**config.mk**
```make
export PLATFORM = sky130hd
export DESIGN_NAME = lockin_demod_flat
export DESIGN_NICKNAME = d
export VERILOG_FILES = /design/src/rtl/lockin_demod_if.sv /design/src/rtl/lockin_demod.sv /design/src/flat_wrapper.sv
export SDC_FILE = /design/constraint.sdc
export NUM_CORES = 1
export LEC_CHECK = 0
export ABC_AREA = 1
export CORE_UTILIZATION = 40
export DETAILED_ROUTE_END_ITERATION = 8
export PLACE_DENSITY = 0.67
export SLEW_MARGIN = 10
export SYNTH_ARGS = -nofsm -noshare
export SYNTH_HDL_FRONTEND = slang
export SYNTH_SLANG_ARGS = --single-unit
```
**constraint.sdc**
```tcl
create_clock -name clk -period 2.1 [get_ports clk]
set_input_delay 0.42 -clock clk [delete_from_list [all_inputs] [get_ports clk]]
set_output_delay 0.42 -clock clk [all_outputs]
set_load 0.1 [all_outputs]
```
**src/rtl/lockin_demod_if.sv**
```systemverilog
// lockin_demod_if
// Result port of the lock-in demodulator: a valid/ready channel carrying the
// in-phase and quadrature sums, plus the sticky overrun flag.
//
//   i_out     signed in-phase sum            (master -> slave)
//   q_out     signed quadrature sum          (master -> slave)
//   out_valid i_out/q_out hold a fresh result (master -> slave)
//   overrun   a dump was dropped while full   (master -> slave)
//   out_ready consumer accepts the result     (slave -> master)
interface lockin_demod_if #(
   parameter int ACC_W = 27
);
   logic signed [ACC_W-1:0] i_out;
   logic signed [ACC_W-1:0] q_out;
   logic                    out_valid;
   logic                    out_ready;
   logic                    overrun;

   modport master (
      output i_out,
      output q_out,
      output out_valid,
      output overrun,
      input  out_ready
   );

   modport slave (
      input  i_out,
      input  q_out,
      input  out_valid,
      input  overrun,
      output out_ready
   );
endinterface

```
**src/rtl/lockin_demod.sv**
```systemverilog
// lockin_demod
// Lock-in demodulator stage. Each sampled cycle the 1-bit comparator input
// (+1/-1) multiplies the DDS sine/cosine references; the products are summed
// over 2^DECIM_LOG2 samples and the I/Q sums are handed downstream through a
// valid/ready port.
//
//   clk   system clock
//   rst   asynchronous, active-low reset
//   en    sample strobe, one sample per cycle with en=1
//   v     comparator input, 1 = +1, 0 = -1
//   sin   signed DDS sine reference
//   cos   signed DDS cosine reference
//   clr   synchronous clear of all accumulation state
//   out   result port (i_out, q_out, out_valid, out_ready, overrun)
module lockin_demod #(
   parameter int DECIM_LOG2 = 10,
   parameter int ACC_W      = 17 + DECIM_LOG2
) (
   input  logic                clk,
   input  logic                rst,
   input  logic                en,
   input  logic                v,
   input  logic signed [15:0]  sin,
   input  logic signed [15:0]  cos,
   input  logic                clr,
   lockin_demod_if.master      out
);

   logic signed [16:0]       sin_ext;
   logic signed [16:0]       cos_ext;
   logic signed [16:0]       term_i;
   logic signed [16:0]       term_q;
   logic                     tvalid;

   logic signed [ACC_W-1:0]  acc_i;
   logic signed [ACC_W-1:0]  acc_q;
   logic [DECIM_LOG2-1:0]    cnt;

   logic signed [ACC_W-1:0]  term_i_ext;
   logic signed [ACC_W-1:0]  term_q_ext;
   logic signed [ACC_W-1:0]  sum_i;
   logic signed [ACC_W-1:0]  sum_q;
   logic                     last_sample;
   logic                     dump;
   logic                     slot_free;

   // Widening to 17 bits before negating keeps -(-32768) exact.
   assign sin_ext = {sin[15], sin};
   assign cos_ext = {cos[15], cos};

   assign term_i_ext = {{DECIM_LOG2{term_i[16]}}, term_i};
   assign term_q_ext = {{DECIM_LOG2{term_q[16]}}, term_q};

   // The dump result includes the term arriving in the same cycle, so the
   // accumulator can restart at zero without losing the next block's first
   // sample.
   assign sum_i       = acc_i + term_i_ext;
   assign sum_q       = acc_q + term_q_ext;
   assign last_sample = (cnt == {DECIM_LOG2{1'b1}});
   assign dump        = tvalid && last_sample;
   assign slot_free   = !out.out_valid || out.out_ready;

   // Stage 1: register the signed +/- reference terms for each sample.
   always_ff @(posedge clk or negedge rst) begin
      if (!rst) begin
         term_i <= '0;
         term_q <= '0;
         tvalid <= 1'b0;
      end else if (clr) begin
         term_i <= '0;
         term_q <= '0;
         tvalid <= 1'b0;
      end else if (en) begin
         term_i <= v ? sin_ext : -sin_ext;
         term_q <= v ? cos_ext : -cos_ext;
         tvalid <= 1'b1;
      end else begin
         tvalid <= 1'b0;
      end
   end

   // Stage 2: accumulate registered terms; cnt counts samples, not cycles,
   // so gaps in en just pause the block.
   always_ff @(posedge clk or negedge rst) begin
      if (!rst) begin
         acc_i <= '0;
         acc_q <= '0;
         cnt   <= '0;
      end else if (clr) begin
         acc_i <= '0;
         acc_q <= '0;
         cnt   <= '0;
      end else if (tvalid) begin
         if (last_sample) begin
            acc_i <= '0;
            acc_q <= '0;
         end else begin
            acc_i <= sum_i;
            acc_q <= sum_q;
         end
         cnt <= cnt + 1'b1;
      end
   end

   // Output slot: a dump loads only if the slot is empty or being consumed
   // this cycle; otherwise the result is dropped and overrun sticks until clr.
   always_ff @(posedge clk or negedge rst) begin
      if (!rst) begin
         out.i_out     <= '0;
         out.q_out     <= '0;
         out.out_valid <= 1'b0;
         out.overrun   <= 1'b0;
      end else if (clr) begin
         out.out_valid <= 1'b0;
         out.overrun   <= 1'b0;
      end else if (dump) begin
         if (slot_free) begin
            out.i_out     <= sum_i;
            out.q_out     <= sum_q;
            out.out_valid <= 1'b1;
         end else begin
            out.overrun   <= 1'b1;
         end
      end else if (out.out_valid && out.out_ready) begin
         out.out_valid <= 1'b0;
      end
   end

endmodule

```
**src/flat_wrapper.sv**
```systemverilog
// flat-port wrapper written by rule: the top's interface ports become plain ports
module lockin_demod_flat 
#(
   parameter int DECIM_LOG2 = 10,
   parameter int ACC_W      = 17 + DECIM_LOG2
)
  (clk, rst, en, v, sin, cos, clr, out_i_out, out_q_out, out_out_valid, out_overrun, out_out_ready);
  lockin_demod_if #(.ACC_W(ACC_W)) out_i ();
  input  logic clk;
  input  logic rst;
  input  logic en;
  input  logic v;
  input  logic signed [15:0] sin;
  input  logic signed [15:0] cos;
  input  logic clr;
  output wire logic [$bits(out_i.i_out)-1:0] out_i_out;
  output wire logic [$bits(out_i.q_out)-1:0] out_q_out;
  output wire logic [$bits(out_i.out_valid)-1:0] out_out_valid;
  output wire logic [$bits(out_i.overrun)-1:0] out_overrun;
  input wire logic [$bits(out_i.out_ready)-1:0] out_out_ready;
  assign out_i_out = out_i.i_out;
  assign out_q_out = out_i.q_out;
  assign out_out_valid = out_i.out_valid;
  assign out_overrun = out_i.overrun;
  assign out_i.out_ready = out_out_ready;
  lockin_demod #(.DECIM_LOG2(DECIM_LOG2), .ACC_W(ACC_W)) u_core (.clk(clk), .rst(rst), .en(en), .v(v), .sin(sin), .cos(cos), .clr(clr), .out(out_i));
endmodule
```
==> impl_metrics.json <==
{
  "power_frac_seq": 0.419,
  "clockBufferDepth": 2,
  "reg2reg_depth": 11,
  "final_nets": 1829,
  "hold_viol_final": 0,
  "slew_viol_final": 0,
  "synth.avg_cell_area_um2": 6.58,
  "finalSetupTns_ns": 0,
  "start_util": 0.407,
  "final-instance-count-excl-fill": 2082,
  "outcome": "finished, final reports clean",
  "grt_start_max_net_pins": 57,
  "clkTransAtPathRegs_ns": 0.07,
  "setup_viol": 0,
  "clkSinkCount": 155,
  "htree_num_levels": 4,
  "critical_path_required_ns": 2.43,
  "reg2reg_to": "u_core.out.q_out[22]$_DFFE_PN0P_",
  "diodes": 0,
  "pwr-share-comb": 0.136,
  "end_kind": "register",
  "dieArea_um2": 27200,
  "r2r_start": "u_core.term_q[16]$_DFFE_PN0P_",
  "dr.first_iter.drc_count": 656,
  "hp-class": "primary input to asynchronous set/reset pin",
  "clock_latency_ns": 0.44,
  "pre_cts_slack_ns": -0.0164,
  "power_mw": 7.59,
  "ys_seq_elements": 155,
  "firstDrtPassIters": 5,
  "wirelength_mm": 29.6,
  "swShare": 0.286,
  "antenna_found_initial": 0,
  "drive_gt1_frac": 0.109,
  "wl_met2_mm": 12.9,
  "p_leak_nw": 7.36,
  "cts_tree": "built",
  "ys_seq_area_frac": 0.366,
  "area_growth_pct": 21.7,
  "critPathMaxStageDelay_ns": 0.41,
  "crit_slowest_cell": "dfrtp_1",
  "dp_hpwl_mm": 22.1,
  "critPathKind": "register to register",
  "rows": 59,
  "grt_pass1_vias": 9859,
  "top_layer": "met4",
  "coreArea_um2": 26100,
  "max-cap-violations": 0,
  "critPathMaxFanout": 9,
  "drc": 0,
  "grt_overflow_total": 0,
  "wire_per_inst_um": 14.2,
  "setup_ws_ns": 0.0906,
  "ios": 94,
  "fp.dieH_um": 165,
  "ys_types": 36,
  "period_minus_slack_ns": 2.01,
  "portBuffers": 93,
  "max_clock_freq_mhz": 498,
  "arrival_ns": 2.34,
  "startpoint": "u_core.term_q[16]$_DFFE_PN0P_",
  "synth_fp_nets": 1705,
  "whs_ns": 0.409,
  "cts-root-buf": "clkbuf_16",
  "slew_headroom": 0.623,
  "grt_pass1_wl_mm": 48.1,
  "reg2reg_slack_ns": 0.09,
  "syn_area_um2": 10600,
  "clock_skew_ns": 0.0126,
  "antenna_left": 0,
  "vias": 10300,
  "grt_setup_unrepaired": "true",
  "ir_worst_vdd_v": 0.000446,
  "met1_length_mm": 14.8,
  "internal-power_mw": 5.42,
  "synth_warnings": 0,
  "path_common_cell": "nand2_1",
  "numCtsBuffers": 17,
  "tightest_slew_ns": 0.566,
  "place.gp.congestion": 0.940,
  "wl_met3_mm": 1.38,
  "period_share": 0.957,
  "synth_cells": 1610,
  "viasPerCell": 4.92,
  "dieWidth_um": 165,
  "setup.worst_path.start_class": "register",
  "switchingPower_mw": 2.17,
  "dp.cells": 2048,
  "grt_util_all_layers": 0.227,
  "pwr-share-clk": 0.445,
  "crit_path_cell_trace": "buf_12 > ha_1 > nand2_1 > nor2_2 > nand2_1 > inv_1 > nand3_2 > nand3_1 > nand2_1 > nand3_1 > nand2_1",
  "p_per_area_nw_per_um2": 588
}
[cell type report]
class,count,area [um2]
well taps,335,419
clock inverters,14,199
clock buffers,18,429
repair buffers,136,1200
flip-flops and latches,155,3880
inverters,239,898
multi-input cells,1185,5870
fillers,2643,13200
[worst max-delay path: cells and delay by family, from the launching register on]
| kind | cells | cell delay, ns |
|---|---|---|
| buffers and inverters | 2 | 0.29 |
| adder cells (fa/ha/maj) | 1 | 0.36 |
| AND/OR/NAND/NOR | 8 | 0.84 |
| flip-flops | 1 | 0.41 |
[flip-flops by register name, indices dropped and copies added, names as in the netlist, 10 cells and up]
signal	cells
u_core.acc_q	27
u_core.acc_i	27
u_core.out.q_out	27
u_core.term_q	17
u_core.cnt	10
u_core.out.i_out	27
u_core.term_i	17
[placed cells by master, fill, tap and decap left out, types with 14 or more instances in the layout]
cell type	instances
a21oi_1	54
a22o_1	14
buf_4	91
clkbuf_16	17
clkdlybuf4s50_1	36
dfrtp_1	154
ha_1	50
inv_1	236
nand2_1	668
nand3_1	120
nand4_1	18
nor2_1	85
nor2_2	19
o21ai_0	56
[Yosys cell counts]
cell | number | area share
xnor2_1 | 7 | 0.0058
nand3_1 | 126 | 0.059
buf_1 | 1 | 0.00035
buf_6 | 3 | 0.0032
nand4_1 | 18 | 0.011
inv_1 | 236 | 0.084
a22o_1 | 14 | 0.012
or2_2 | 6 | 0.0035
o21ai_0 | 56 | 0.026
a32o_1 | 2 | 0.0019
o21bai_1 | 5 | 0.0035
nand2_4 | 1 | 0.0011
nor3_1 | 13 | 0.0061
a21o_1 | 2 | 0.0014
a31oi_1 | 3 | 0.0018
nand2_1 | 673 | 0.24
ha_1 | 55 | 0.065
a21oi_1 | 55 | 0.026
nand3_4 | 1 | 0.0017
inv_2 | 2 | 0.00071
nor4_1 | 1 | 0.00059
xor2_1 | 19 | 0.016
o21ai_1 | 5 | 0.0024
nor2_1 | 106 | 0.038
nand3b_1 | 4 | 0.0028
nor2_4 | 1 | 0.0011
clkbuf_1 | 19 | 0.0067
buf_4 | 3 | 0.0021
fa_1 | 2 | 0.0038
nor2_2 | 1 | 0.00059
clkinv_2 | 1 | 0.00047
and2_1 | 4 | 0.0024
o31ai_1 | 2 | 0.0014
o211ai_1 | 3 | 0.0021
buf_2 | 5 | 0.0024
dfrtp_1 | 155 | 0.37
[metrics by stage]
step | instance area, um2 | utilization
detailed placement | 12100 | 0.463
finish | 12900 | 0.495
floorplan | 10600 | -
CTS | 12700 | 0.488
global placement | 12100 | 0.463
global route | 12900 | 0.495
[per-layer routing]
metal | global-route usage | up-vias
li1 | - | 5296
met1 | 0.325 | 4684
met2 | 0.354 | 231
met3 | 0.0304 | 41
met4 | 0.0680 | 0
met5 | 0 | -
[worst max path at each step]
stage / to / slack, ns / cells after the start
floorplan: u_core.out.i_out[10]$_DFFE_PN0P_ / 0.22 / 8
global placement: u_core.out.q_out[22]$_DFFE_PN0P_ / 0.02 / 11
detailed placement: u_core.out.i_out[12]$_DFFE_PN0P_ / -0.02 / 11
CTS: u_core.out.q_out[22]$_DFFE_PN0P_ / 0.02 / 11
global route: u_core.out.q_out[23]$_DFFE_PN0P_ / -0.04 / 11
finish: u_core.out.q_out[22]$_DFFE_PN0P_ / 0.09 / 11
[what timing repair did]
| item | CTS | global route |
|---|---|---|
| pin swaps | 0 | 1 |
| gates resized for setup | 2 | 45 |
| setup buffers | 0 | 1 |
| hold buffers | 1 | 0 |
| gates cloned | 0 | 0 |
| endpoints found under the hold margin | 22 | 0 |
| endpoints found under the setup margin | 3 | 56 |
[power by group through the flow]
| stage | combinational, mW | clock, mW | sequential (mW) |
|---|---|---|---|
| after CTS | 1.00 | 3.43 | 3.18 |
| after global routing | 1.16 | 3.56 | 3.19 |
| after detailed placement | 0.993 | 0 | 3.23 |
| final | 1.03 | 3.38 | 3.18 |
| after floorplan | 0.605 | 0 | 3.20 |
| after global placement | 0.983 | 0 | 3.23 |
[logic make-up (layout without fill, tap and decap cells)]
kind of cell               Yosys count  count (layout)  share of synthesized area
DFF                                155             155                      0.366
AOI/OAI and AO/OA                  147             147                     0.0785
xor gates and xnor gates            26              26                     0.0215
and+or+nand+nor                    955             955                      0.366
adders and majority gates           57              57                     0.0687
buffers and inverters              270             407                     0.0995
Power figures use the tool's default switching activity.
